===== config.mk =====
export PLATFORM = sky130hd
export DESIGN_NAME = inst_fetch_queue
export DESIGN_NICKNAME = d
export VERILOG_FILES = /design/src/rtl/inst_fetch_queue.sv
export SDC_FILE = /design/constraint.sdc
export NUM_CORES = 1
export LEC_CHECK = 0
export CAP_MARGIN = 10
export CORE_MARGIN = 5
export CORE_UTILIZATION = 59
export DETAILED_ROUTE_END_ITERATION = 6
export PLACE_DENSITY = 0.89
export SYNTH_ARGS = -nofsm -noshare
export SYNTH_HDL_FRONTEND = slang
export SYNTH_SLANG_ARGS = --single-unit

===== constraint.sdc =====
create_clock -name clk -period 6.8 [get_ports clk]
set_input_delay 1.36 -clock clk [delete_from_list [all_inputs] [get_ports clk]]
set_output_delay 1.36 -clock clk [all_outputs]
set_load 0.02 [all_outputs]

===== src/rtl/inst_fetch_queue.sv =====
// Instruction fetch queue: circular FIFO that carries {pc, inst} from fetch to decode.
// The head entry is shown one cycle after it is written, and there is no same-cycle bypass.
module inst_fetch_queue #(
    parameter int unsigned XLEN  = 64,
    parameter int unsigned DEPTH = 4
) (
    input  logic                       clk,
    input  logic                       reset,
    input  logic                       flush,
    input  logic                       in_valid,
    output logic                       in_ready,
    input  logic [XLEN-1:0]            in_pc,
    input  logic [31:0]                in_inst,
    output logic                       out_valid,
    input  logic                       out_ready,
    output logic [XLEN-1:0]            out_pc,
    output logic [31:0]                out_inst,
    output logic [$clog2(DEPTH+1)-1:0] count
);

    localparam int unsigned AW = (DEPTH > 1) ? $clog2(DEPTH) : 1;
    localparam int unsigned CW = $clog2(DEPTH + 1);
    localparam int unsigned EW = XLEN + 32;

    logic [EW-1:0] mem_q [DEPTH];
    logic [AW-1:0] head_q, head_d;
    logic [AW-1:0] tail_q, tail_d;
    logic [CW-1:0] count_q, count_d;
    logic          enq, deq;
    logic [EW-1:0] head_entry;

    // Handshake flags depend only on registered occupancy.
    assign in_ready  = (count_q < CW'(DEPTH));
    assign out_valid = (count_q != '0);
    assign count     = count_q;

    assign enq = in_valid  && in_ready;
    assign deq = out_valid && out_ready;

    assign head_entry = mem_q[head_q];
    assign out_pc     = out_valid ? head_entry[EW-1:32] : '0;
    assign out_inst   = out_valid ? head_entry[31:0]    : '0;

    // Next-state for the pointers and occupancy; the power-of-two depth makes the pointers wrap naturally.
    always_comb begin
        head_d  = head_q;
        tail_d  = tail_q;
        count_d = count_q;
        if (enq) begin
            tail_d = tail_q + AW'(1);
        end
        if (deq) begin
            head_d = head_q + AW'(1);
        end
        case ({enq, deq})
            2'b10:   count_d = count_q + CW'(1);
            2'b01:   count_d = count_q - CW'(1);
            default: count_d = count_q;
        endcase
        if (flush) begin
            head_d  = '0;
            tail_d  = '0;
            count_d = '0;
        end
    end

    always_ff @(posedge clk) begin
        if (!reset) begin
            head_q  <= '0;
            tail_q  <= '0;
            count_q <= '0;
        end else begin
            head_q  <= head_d;
            tail_q  <= tail_d;
            count_q <= count_d;
        end
    end

    // Storage is not reset; a write that lands in a flush or reset cycle is dropped.
    always_ff @(posedge clk) begin
        if (reset && !flush && enq) begin
            mem_q[tail_q] <= {in_pc, in_inst};
        end
    end

endmodule


==> results.md, run 1 <==
* Status: finished, final reports clean
* Clock latency on the worst-skew pair at around 0.5 ns
* Cell taking the most area after synthesis: edfxtp_1
* Layout Cells excl Fill at 1234
* Sw Share at 19.6%
* CTS Hold Buffers Added at 0
* Initial antenna violation count at 1
* Final HPWL DP at roughly 17 mm
* Pwr/cell area at roughly 270 mW/mm²
* Final wirelength at a little under 30 mm
* Grt total ovfl at 0
* Top-count cell post-synth: edfxtp_1
* CTS resizes at 0
* Core area at about 0.025 mm²
* Cell variety after synth at 24
* CTS tree: done
* Pre-CTS WS at 2.54 ns
* Post-synthesis sequential area ratio at about four fifths
* Lkg Pwr at 5.82 nW
* Worst-path clk slew at roughly 0.060 ns
* I/O Pins at just over 200
* Min Tclk post-route at around 4.7 ns
* Top post-synthesis cells by count: 384 x edfxtp_1, 96 x and2_1, 96 x mux4_2
* Post-synth EDFFs at between 300 and 400
* Setup Crit Path Kind: register to output port
* # rows at 58
* Post-CTS setup buffer count at 0
* Util after Layout at between 70% and 80%
* Power Internal at between 4 and 5 mW
* DRC errors left at 0
* Largest net degree at the start of global routing at 98
* Filler cells at 1414
* Drt first-iter violations at about 740
* Required time of the critical path at about 5.4 ns
* GPL Wtd Cong at just over 0.7
* Final Hold Fails at 0
* Post-Syn Area at approximately 0.015 mm²
* RSZ-0062 raised after global routing: no
* Port Buffer Count at 201
* Vias at 7091
* Main synth FF type: edfxtp_1
* Max-slew violation count at 0
* Die span in y at ~170 µm
* Max Cap Viol at 0
* CTS H-tree lvls at 2
* Synth top area cells: edfxtp_1 77%, mux4_2 14%, and2_1 4.0%
* GRT Util Overall at about a fifth
* Area grow syn2layout at 23.8%
* Data arrival, critical path at between 3 and 4 ns
* Wire per inst at 23.4 µm
* Worst Tran Pin Value at between 1 and 1.5 ns
* Sw power at about 0.99 mW
* TritonCTS buffer count at 38
* Hold slack at 0.548 ns
* Drt via density at about 5.7
* Placed insts at roughly 1200
* Synthesized net count at 768
* Worst setup margin at approximately 2.1 ns
* Crit path max fanout at 53
* Fin crit share at 68.5%
* Post-Syn Instances at between 600 and 700
* Post-route ant nets at 0
* First-pass GRT wire length at 45.1 mm
* CTS sink cnt at about 390
* Synth Warn # at 0
* Peak Freq at about 210 MHz
* # diodes at 0
* Crit end category: output port
* FFs w/ async S/R, synth at 0%
* Hold Crit Class: register to register
* VDD IR-drop max at 0.240 mV
* Clock buffer depth at 3
* Setup crit start kind: register
* DR pass1 iterations at 5
* Layout cells sized above 1 at 17.8%
* Max transition margin at 31.1%
* Die footprint at roughly 0.029 mm²
* Initial Util at between 50 and 60%
* Nets at a little under 1000
* Syn Area/Cell at between 20 and 25 µm²
* Sequential power share at a little over half
* Clock network fraction of total power at between 40 and 50%
* Number of global-route vias before repair at just under 8000
* Root Buffer: clkbuf_16
* Yosys top cell area share at between 70% and 80%
* Die Wd at 169 µm
* Synth Register Bits at roughly 400
* Final Setup Violations at 0
* Sum Neg Setup Slack at 0 ns
* Comb pwr share at under 10%
* Clock Skew at between 0.01 and 0.015 ns
-- layout by cell type, fill, tap and decap left out --
master / instances
edfxtp_1: 384
clkdlybuf4s50_1: 201
mux4_2: 96
and2_1: 96
clkbuf_16: 41
clkbuf_1: 11
inv_1: 8
nor2_1: 8
clkinv_1: 7
dfxtp_1: 7
clkinv_2: 6
ha_1: 5
buf_4: 5
and3_4: 4
xor2_1: 4
bufinv_16: 3
nor2b_1: 2
a21oi_1: 2
dfxtp_4: 2
o31ai_1: 1
nand3_4: 1
nand2b_1: 1
xnor2_1: 1
o311ai_0: 1
mux2i_1: 1
o21ai_0: 1
or3_1: 1
fa_1: 1
clkinvlp_4: 1
clkbuf_8: 1
buf_12: 1
-- worst max-delay path, stage by stage, from the launching register on --
cell and delay [ns]:
dfxtp_4 0.94, buf_12 0.43, mux4_2 0.60, and2_1 0.18, clkdlybuf4s50_1 0.54
-- registers in the layout, indices dropped and copies added (netlist names), named ones only --
register / flops
count: 3
head_q: 2
tail_q: 2
mem_q: 384
-- logic make-up after synthesis --
logic type | share of synthesized area (%)
simple gates | 4.59
mux | 14.5
xor+xnor | 0.293
fa+ha+maj | 0.552
flops | 78.3
buf+inv | 1.51
compound gates | 0.209
-- power groups by stage --
stage / Sequential, mW / Combinational [mW] / Clock [mW]
6_report: 2.70 / 0.316 / 2.05
5_1_grt: 2.70 / 0.336 / 2.20
4_1_cts: 2.70 / 0.320 / 2.09
3_5_place_dp: 2.75 / 0.317 / 0
3_3_place_gp: 2.75 / 0.308 / 0
2_1_floorplan: 2.75 / 0.141 / 0
-- final timing paths --
kind | from | end | slack [ns] | depth (start not counted)
worst min-delay path | head_q[0]$_SDFFE_PP0P_ | head_q[0]$_SDFFE_PP0P_ | 0.55 | 2
worst max-delay path | register | out_inst[26] | 2.14 | 4
worst min register to register | head_q[0]$_SDFFE_PP0P_ | head_q[0]$_SDFFE_PP0P_ | 0.55 | 2
worst max register to register | count[2]$_SDFFE_PP0P_ | mem_q[2][3]$_DFFE_PP_ | 3.98 | 3
-- routing by layer --
layer  global-route usage, %  wire [µm]  vias to the layer above  share of wire (%)
li1                        -          -                     3117                  -
met1                    29.4      11700                     3643                 41
met2                    33.7      14500                      288                 50
met3                    4.59       2100                       41                7.3
met4                    4.55        480                        2                1.7
met5                       0         13                        -              0.045
-- final cells by class --
class,count,area (µm²),area share (%)
Tap cell,330,413,2.23
Inverter,8,30.0,0.162
Multi-Input combinational cell,226,3050,16.5
Clock inverter,17,154,0.831
Clock buffer,53,1080,5.84
Sequential cell,393,11700,63.3
Timing Repair Buffer,207,2070,11.2
-- metrics by stage --
stage | instance area (µm²) | power, mW
after CTS | 18500 | 5.11
after detailed placement | 17300 | 3.07
after global placement | 17300 | 3.05
after floorplan | 15000 | 2.89
final | 18500 | 5.06
after global routing | 18500 | 5.23
No activity file was read; power rests on OpenSTA's default activity.
==> run 2, diff against run 1 <==
- CORE_UTILIZATION: 59 -> 49
- PLACE_DENSITY: 0.89 -> 0.79
- clock period: 6.8 -> 3.9 ns (I/O delays scaled with it)
==> run 2 against run 1 <==
Effect of this change:
- final cell count increased by 6.2%
- largest power group unchanged
- final area up 1.7%
- die area rose by 19%
- critical path depth is the same
- count of clock-buffer cells in the layout stayed put
- critical endpoint is now out_pc[58]
==> results.md, run 2 (same netlist as run 1, synthesis figures left out) <==
* Status: finished, final reports clean
* Post-CTS setup buffer count at 0 (unchanged)
* Initial Util at 49.3% (-10 points)
* Die span in y at 185 µm (+9.2%)
* Peak Freq at 290 MHz
* Comb pwr share at 6.5% (+0.3 points)
* DR pass1 iterations at 5 (unchanged)
* Crit end category: output port
* Most flop-heavy register: mem_q
* Post-route ant nets at 0 (unchanged)
* Number of global-route vias before repair at 7858 (+1.0%)
* RSZ-0062 raised after global routing: no
* Max-slew violation count at 0 (unchanged)
* I/O Pins at 202 (unchanged)
* Layout cells sized above 1 at 18.6% (+0.77 points)
* Clock latency on the worst-skew pair at 0.51 ns (about the same)
* CTS H-tree lvls at 2 (unchanged)
* Grt total ovfl at 0 (unchanged)
* Data arrival, critical path at 2.67 ns (-0.63 ns)
* Clock Skew at 0.0163 ns (+0.00154 ns)
* Sequential power share at 53.6% (+0.3 points)
* Filler cells at 2062 (+46%)
* Max Cap Viol at 0 (unchanged)
* CTS tree: done
* CTS resizes at 0 (unchanged)
* Final Setup Violations at 0 (unchanged)
* Nets at 996 (+1.5%)
* Max transition margin at 61.3% (+30 points)
* Sw power at 1.72 mW (+74%)
* Root Buffer: clkbuf_16
* Wire per inst at 22.3 µm (-4.5%)
* Worst Tran Pin Value at 0.579 ns (-0.455 ns)
* Placed insts at 1243 (+6.8%)
* Initial antenna violation count at 3 (+2)
* Drt first-iter violations at 446 (-40%)
* Core area at 0.0303 mm² (+21%)
* Final Hold Fails at 0 (unchanged)
* GPL Wtd Cong at 0.745 (+4.1%)
* Commonest non-fill, non-tap cell in the layout: edfxtp_1
* Lkg Pwr at 5.91 nW (+1.5%)
* Setup crit start kind: register
* Die footprint at 0.0341 mm² (+19%)
* Crit path max fanout at 36 (-32%)
* # rows at 64 (+10%)
* CP max-delay cell: mux4_2
* Multi-input logic area at 0.00305 mm² (unchanged)
* Setup Crit Path Kind: register to output port
* Layout Cells excl Fill at 1311 (+6.2%)
* Port Buffer Count at 201 (unchanged)
* Required time of the critical path at 3.12 ns (-2.32 ns)
* Max incr delay on CP at 0.55 ns (-0.39 ns)
* Worst Path Buf+Inv at 2 (unchanged)
* Die Wd at 185 µm (+9.2%)
* Final HPWL DP at 18.0 mm (+5.7%)
* Max reg flops at 384 (unchanged)
* Commonest cells after routing, fill and taps aside: 384 x edfxtp_1, 201 x clkdlybuf4s50_1, 96 x mux4_2, 96 x and2_1, 41 x clkbuf_16
* DRC errors left at 0 (unchanged)
* Worst-path clk slew at 0.06 ns (about the same)
* TritonCTS buffer count at 40 (+5.3%)
* CTS sink cnt at 393 (unchanged)
* GRT Util Overall at 17.3% (-3.3 points)
* CTS Hold Buffers Added at 0 (unchanged)
* CP Cell Sequence: buf_12, mux4_2, and2_1, clkdlybuf4s50_1
* First-pass GRT wire length at 45.0 mm (-0.29%)
* Vias at 7113 (+0.31%)
* Largest net degree at the start of global routing at 58 (-41%)
* Storage cell area at 0.0117 mm² (unchanged)
* Min Tclk post-route at 3.45 ns
* Hold Crit Class: register to register
* Final wirelength at 29.2 mm (+1.4%)
* Clock buffer depth at 3 (unchanged)
* Pwr/cell area at 466 mW/mm² (+70%)
* Delay-heaviest family, CP: buffers and inverters
* VDD IR-drop max at 0.421 mV (+76%)
* Dpl cell area at 0.0176 mm² (+2.0%)
* Power Internal at 7.04 mW (+73%)
* Sw Share at 19.6% (+0.066 points)
* Area grow syn2layout at 25.9%
* Fin crit share at between 80 and 90%
* Sum Neg Setup Slack at 0 ns (unchanged)
* # diodes at 0 (unchanged)
* Post-route cell area at 0.0188 mm² (+1.7%)
* Clock network fraction of total power at 39.9% (-0.6 points)
* Drt via density at 5.43 (-5.6%)
run 2: changes by cell type in the layout (fill, tap and decap cells not counted), sizes merged:
cell,previous run,this run
buf,6,19
bufinv,3,2
clkinv,13,11
inv,8,10
clkinvlp,1,0
run 2: layout make-up:
| cell class | count | share of cell area (%) |
|---|---|---|
| Sequential cell | 393 | 62.3 |
| Multi-Input combinational cell | 226 | 16.2 |
| Timing Repair Buffer | 220 | 12.4 |
| Clock buffer | 53 | 5.74 |
| Tap cell | 396 | 2.63 |
| Clock inverter | 15 | 0.645 |
| Inverter | 8 | 0.160 |
run 2: path summary, 6_finish.rpt:
kind,start,endpoint,slack (ns),cells past startpoint
max,register,out_pc[58],0.45,4
min,head_q[1]$_SDFFE_PP0P_,head_q[1]$_SDFFE_PP0P_,0.53,2
max reg2reg,count[2]$_SDFFE_PP0P_,mem_q[1][89]$_DFFE_PP_,1.77,3
min reg2reg,head_q[1]$_SDFFE_PP0P_,head_q[1]$_SDFFE_PP0P_,0.53,2
run 2: power by group through the flow:
| stage | clock (mW) | sequential (mW) | combinational (mW) |
|---|---|---|---|
| CTS | 3.58 | 4.70 | 0.581 |
| floorplan | 0 | 4.79 | 0.246 |
| finish | 3.50 | 4.70 | 0.572 |
| global route | 3.77 | 4.70 | 0.612 |
| global placement | 0 | 4.78 | 0.567 |
| detailed placement | 0 | 4.78 | 0.578 |
run 2: per-layer routing:
metal | wire length [µm] | track usage (%)
met5 | 41 | 0
met4 | 443 | 3.49
met3 | 2150 | 4.72
met2 | 14600 | 29.1
met1 | 12000 | 23.2
run 2: tightest hold or removal path, cell delays in order, from the launching register on:
cell     delay (ns)
dfxtp_1        0.32
xor2_1         0.06
nor2_1         0.10
run 2: stage by stage:
step / utilization (%) / hold WS, ns / worst slack [ns] / power [mW]
floorplan: - / 0.485 / 0.00289 / 5.03
global placement: 58.1 / 0.498 / 0.946 / 5.35
detailed placement: 58.1 / 0.510 / 0.908 / 5.36
CTS: 62.0 / 0.533 / 0.377 / 8.86
global route: 62.0 / 0.550 / 0.293 / 9.08
finish: 62.0 / 0.535 / 0.451 / 8.76
